File: src/rtl/hazard_fwd_unit.sv
// Hazard detection and operand forwarding beside decode: tracks in-flight
// destinations over STAGES downstream entries, forwards operands, raises stalls.
module hazard_fwd_unit #(
  parameter int ADDR_LINE_REG = 5,
  parameter int D_SIZE        = 32,
  parameter int STAGES        = 3,
  parameter int FWD_EN        = 1,
  localparam int SEL_W        = $clog2(STAGES + 1)
) (
  input  logic                     clk,
  input  logic                     reset,
  input  logic                     id_valid,
  input  logic [ADDR_LINE_REG-1:0] id_rs,
  input  logic [ADDR_LINE_REG-1:0] id_rt,
  input  logic                     id_rs_used,
  input  logic                     id_rt_used,
  input  logic [ADDR_LINE_REG-1:0] id_dest,
  input  logic                     id_reg_write,
  input  logic                     id_is_load,
  input  logic                     flush,
  input  logic [D_SIZE-1:0]        rs_data_in,
  input  logic [D_SIZE-1:0]        rt_data_in,
  input  logic [STAGES*D_SIZE-1:0] stage_data,
  output logic                     stall,
  output logic [SEL_W-1:0]         fwd_rs_sel,
  output logic [SEL_W-1:0]         fwd_rt_sel,
  output logic [D_SIZE-1:0]        rs_data_out,
  output logic [D_SIZE-1:0]        rt_data_out,
  output logic [STAGES-1:0]        inflight,
  output logic [15:0]              stall_cnt
);

  logic [STAGES-1:0]        valid_q, valid_d;
  logic [STAGES-1:0]        wr_q, wr_d;
  logic [STAGES-1:0]        load_q, load_d;
  logic [ADDR_LINE_REG-1:0] dest_q [STAGES];
  logic [ADDR_LINE_REG-1:0] dest_d [STAGES];
  logic [15:0]              stall_cnt_q, stall_cnt_d;

  logic [STAGES-1:0] rs_hit, rt_hit;
  logic [SEL_W-1:0]  rs_sel, rt_sel;
  logic [D_SIZE-1:0] rs_fwd, rt_fwd;
  logic              hazard;

  always_comb begin
    rs_hit = '0;
    rt_hit = '0;
    for (int unsigned k = 0; k < STAGES; k++) begin
      rs_hit[k] = id_rs_used && valid_q[k] && wr_q[k] && (dest_q[k] == id_rs) && (id_rs != '0);
      rt_hit[k] = id_rt_used && valid_q[k] && wr_q[k] && (dest_q[k] == id_rt) && (id_rt != '0);
    end
  end

  // Scan oldest to youngest so the youngest (lowest-index) match wins.
  always_comb begin
    rs_sel = '0;
    rt_sel = '0;
    rs_fwd = rs_data_in;
    rt_fwd = rt_data_in;
    for (int unsigned i = 0; i < STAGES; i++) begin
      if (rs_hit[STAGES-1-i]) begin
        rs_sel = SEL_W'(STAGES - i);
        rs_fwd = stage_data[(STAGES-1-i)*D_SIZE +: D_SIZE];
      end
      if (rt_hit[STAGES-1-i]) begin
        rt_sel = SEL_W'(STAGES - i);
        rt_fwd = stage_data[(STAGES-1-i)*D_SIZE +: D_SIZE];
      end
    end
  end

  always_comb begin
    if (FWD_EN != 0) begin
      hazard = load_q[0] && (rs_hit[0] || rt_hit[0]);
    end else begin
      hazard = (|rs_hit) || (|rt_hit);
    end
    stall = id_valid && !flush && !reset && hazard;

    fwd_rs_sel  = '0;
    fwd_rt_sel  = '0;
    rs_data_out = rs_data_in;
    rt_data_out = rt_data_in;
    if (FWD_EN != 0 && !reset) begin
      fwd_rs_sel  = rs_sel;
      fwd_rt_sel  = rt_sel;
      rs_data_out = rs_fwd;
      rt_data_out = rt_fwd;
    end
    inflight  = reset ? '0 : valid_q;
    stall_cnt = stall_cnt_q;
  end

  always_comb begin
    valid_d[0] = id_valid && !stall && !flush;
    wr_d[0]    = id_reg_write;
    load_d[0]  = id_is_load;
    dest_d[0]  = id_dest;
    for (int unsigned k = 1; k < STAGES; k++) begin
      valid_d[k] = valid_q[k-1];
      wr_d[k]    = wr_q[k-1];
      load_d[k]  = load_q[k-1];
      dest_d[k]  = dest_q[k-1];
    end
    stall_cnt_d = stall_cnt_q;
    if (stall && (stall_cnt_q != 16'hFFFF)) begin
      stall_cnt_d = stall_cnt_q + 16'd1;
    end
  end

  always_ff @(posedge clk) begin
    if (reset) begin
      valid_q     <= '0;
      wr_q        <= '0;
      load_q      <= '0;
      stall_cnt_q <= '0;
      for (int unsigned k = 0; k < STAGES; k++) begin
        dest_q[k] <= '0;
      end
    end else begin
      valid_q     <= valid_d;
      wr_q        <= wr_d;
      load_q      <= load_d;
      stall_cnt_q <= stall_cnt_d;
      for (int unsigned k = 0; k < STAGES; k++) begin
        dest_q[k] <= dest_d[k];
      end
    end
  end

endmodule

File: config.mk
export PLATFORM = sky130hd
export DESIGN_NAME = hazard_fwd_unit
export DESIGN_NICKNAME = d
export VERILOG_FILES = /design/src/rtl/hazard_fwd_unit.sv
export SDC_FILE = /design/constraint.sdc
export NUM_CORES = 1
export LEC_CHECK = 0
export ABC_CLOCK_PERIOD_IN_PS = 2300
export CORE_MARGIN = 2
export CORE_UTILIZATION = 36
export DETAILED_ROUTE_END_ITERATION = 8
export HOLD_SLACK_MARGIN = 0.02
export PLACE_DENSITY = 0.79
export SLEW_MARGIN = 25
export SYNTH_ARGS = -nofsm -noshare
export SYNTH_HDL_FRONTEND = slang
export SYNTH_SLANG_ARGS = --single-unit
File: constraint.sdc
create_clock -name clk -period 2.3 [get_ports clk]
set_clock_uncertainty 0.2 [all_clocks]
set_input_delay 0.23 -clock clk [delete_from_list [all_inputs] [get_ports clk]]
set_output_delay 0.23 -clock clk [all_outputs]
set_load 0.005 [all_outputs]
==> run metrics <==
largest net degree at the start of global routing=54; Critical Path RT=1.87 ns; Avg Cell Area, Syn=8.78 um^2; Yosys top cell area share=0.160; Ys Warns=0; worst reg-to-reg path cell count=7; hold_sp=reset; DR vias=6397; Leak=0.00345 uW; final setup vio count=84; Reg2Reg Capture Point=stall_cnt[4]; Die Y-Extent=119 um; critical-path cell list=buf_6, or4_4, o21ai_4, nor4_4, or3_4, buf_12, buf_16, o221ai_2, buf_2; Reg2Reg Launch Point=dest_q[0][1]; core footprint=0.0128 mm^2; fillers=748; H-tree levels=2; top cells by area, synth=dfxtp_1 16%, o221ai_2 15%, mux2i_1 14%; Worst path top cell family by delay=simple AND/OR/NAND/NOR gates; fin crit share=1.17; failing checks=setup timing; Fmax=373 MHz; PwrDens=268 mW/mm^2; slowest stage delay, CP=0.56 ns; CP Data Arrival Time=2.25 ns; Hold EP=dest_q[0][7]; drt pass-1 iters=5; CTS buffer count=5; Worst-Margin Slew=0.628 ns; vias in the first global route=6454; Synth Register Bits=38; final-report hold violation count=0; post-route DRC violation count=0; Max clock buf depth=2; post-synthesis instance area=0.00475 mm^2; Synth Net Count=725; Final TNS setup=-23.82 ns; slew margin rel.=0.578; clock slew at reported path FFs=0.06 ns; Initial Util=0.372; Non-Filler Instances=1065; grt ovf=0; # rows=41; dpl cells=996; slowest stage cell, crit path=or4_4; worst-path maximum fanout=6; reg2reg setup slack=-0.22 ns; Sink Count=38; post-DP HPWL=15.9 mm; Area Growth Syn to Fin=110%; RSZ-0062 raised after global routing=yes; CP endpoint kind=output port; initial antenna violation count=3; startpoint type of the worst setup path=primary input; setup slack after layout=-0.382 ns; clock latency on the worst-skew pair=0.28 ns; hold_buf cts=0; RD Place Congestion=1.03; cell count after synthesis=541; layout cells sized above 1=0.461; Clock Tree Root=clkbuf_16; io pins=271; Antenna Nets Post-Route=0; GRT Total Usage=0.319; Max rail drop VDD=320 uV; DIE WIDTH=119 um; first-pass GRT wire length=35.8 mm; Hold Crit Depth=3; Final Slew Violations=0; Crit path buffers/inverters=4; PortBufs=270; DRT iter0 DRCs=572; Final nets=1073; Synth cell types=40; Vias/cell=6.01; CP Class=primary input to output port; CTS tree=built; Die ar.=0.0141 mm^2; status=finished with violations; max cap viols=0; multi-input logic area=0.00477 mm^2; post-synthesis sequential area ratio=0.160; cell taking the most area after synthesis=dfxtp_1; Reg area=783 um^2; Tmin final=2.68 ns; WL per Instance=23.8 um; worst min path class=primary input to flip-flop; routed wire length=25.3 mm
sequential cells by signal, indices dropped and copies added (netlist names):
signal	cells
dest_q	15
valid_q	3
load_q	1
wr_q	3
stall_cnt	16
metrics by stage:
| stage | util | hold slack (ns) | power (uW) | setup slack, ns | area, um^2 |
|---|---|---|---|---|---|
| global placement | 0.627 | 0.255 | 1710 | -1.12 | 8000 |
| finish | 0.780 | 0.259 | 2670 | -0.382 | 9960 |
| CTS | 0.721 | 0.255 | 2560 | -0.413 | 9210 |
| floorplan | - | 0.158 | 1090 | 0.0224 | 4750 |
| detailed placement | 0.627 | 0.250 | 1730 | -1.16 | 8000 |
| global route | 0.780 | 0.273 | 2760 | -0.466 | 9960 |
metal layers:
metal / part of all wire / GRT usage / vias to the layer above
met1: 0.37 / 0.366 / 3104
met5: 0.00043 / 0 / -
met2: 0.50 / 0.566 / 378
li1: - / - / 2811
met3: 0.072 / 0.0551 / 102
met4: 0.055 / 0.164 / 2
layout make-up:
cell class                      instances  area share
Clock buffer                            5      0.0126
Multi-Input combinational cell        446       0.479
Sequential cell                        38      0.0786
Tap cell                              172      0.0216
Clock inverter                          3     0.00452
Inverter                                1    0.000377
Antenna cell                            3    0.000753
Timing Repair Buffer                  397       0.403
how the worst max path moves through the flow:
stage / start / endpoint / slack [ns] / cells after the start
floorplan: id_rs[0] / rs_data_out[10] / 0.02 / 7
global placement: id_rs[0] / rs_data_out[30] / -1.12 / 8
detailed placement: id_rs[0] / rs_data_out[18] / -1.16 / 8
CTS: id_rt[4] / rt_data_out[26] / -0.41 / 9
global route: dest_q[0][10] / rt_data_out[21] / -0.47 / 8
finish: id_rt[3] / rt_data_out[31] / -0.38 / 9
cells in the final DEF (no fill, tap or decap), types with 14 or more instances in the layout:
| cell type | n |
|---|---|
| nor2_1 | 18 |
| a22oi_2 | 16 |
| buf_4 | 58 |
| o221ai_2 | 52 |
| mux2i_2 | 23 |
| mux2i_4 | 16 |
| a22oi_1 | 48 |
| clkdlybuf4s50_1 | 188 |
| buf_2 | 69 |
| nor2b_1 | 69 |
| nand2b_1 | 36 |
| dfxtp_1 | 28 |
| mux2i_1 | 27 |
| nand4_1 | 14 |
| xnor2_1 | 17 |
| buf_6 | 31 |
| buf_12 | 23 |
logic make-up after synthesis:
logic type / synth area share
AND/OR/NAND/NOR: 0.236
AO/OA/AOI/OAI: 0.316
multiplexers: 0.170
buffers and inverters: 0.0598
flip-flops: 0.160
XOR/XNOR: 0.0553
adder cells (fa/ha/maj): 0.00263
power breakdown:
group	leakage (uW)	total, uW	internal (uW)	switching (uW)
Sequential	0.000315	689	672	16.9
Clock	0.0000761	805	512	293
Combinational	0.00306	1170	678	496
Total	0.00345	2670	1860	807
timing repair:
action	in CTS	in global routing
gates cloned	14	4
pin swaps	57	51
resized for setup	476	126
setup endpoints to repair	86	84
setup buffers	28	17
tightest hold or removal path: stages:
cell     delay (ns)
buf_4          0.14
buf_4          0.22
nor2b_1        0.12
cell usage after synthesis, drive strengths merged:
master and instances:
nor3 4, mux2 13, dfxtp 38, or3 2
nand2b 37, xnor2 26, a2111oi 1, nor2b 69
ha 1, nand2 11, nor4bb 1, nand3 7
and4 1, mux2i 66, and2 1, nor2 20
nand4 14, inv 1, o221ai 64, clkbuf 32
o2111ai 4, nor4 6, and3 7, a21oi 12
a211oi 2, a21boi 1, xor2 4, buf 24
a22oi 64, o21ai 3, or4 5
Note: power is estimated with default switching activity, not from simulation.
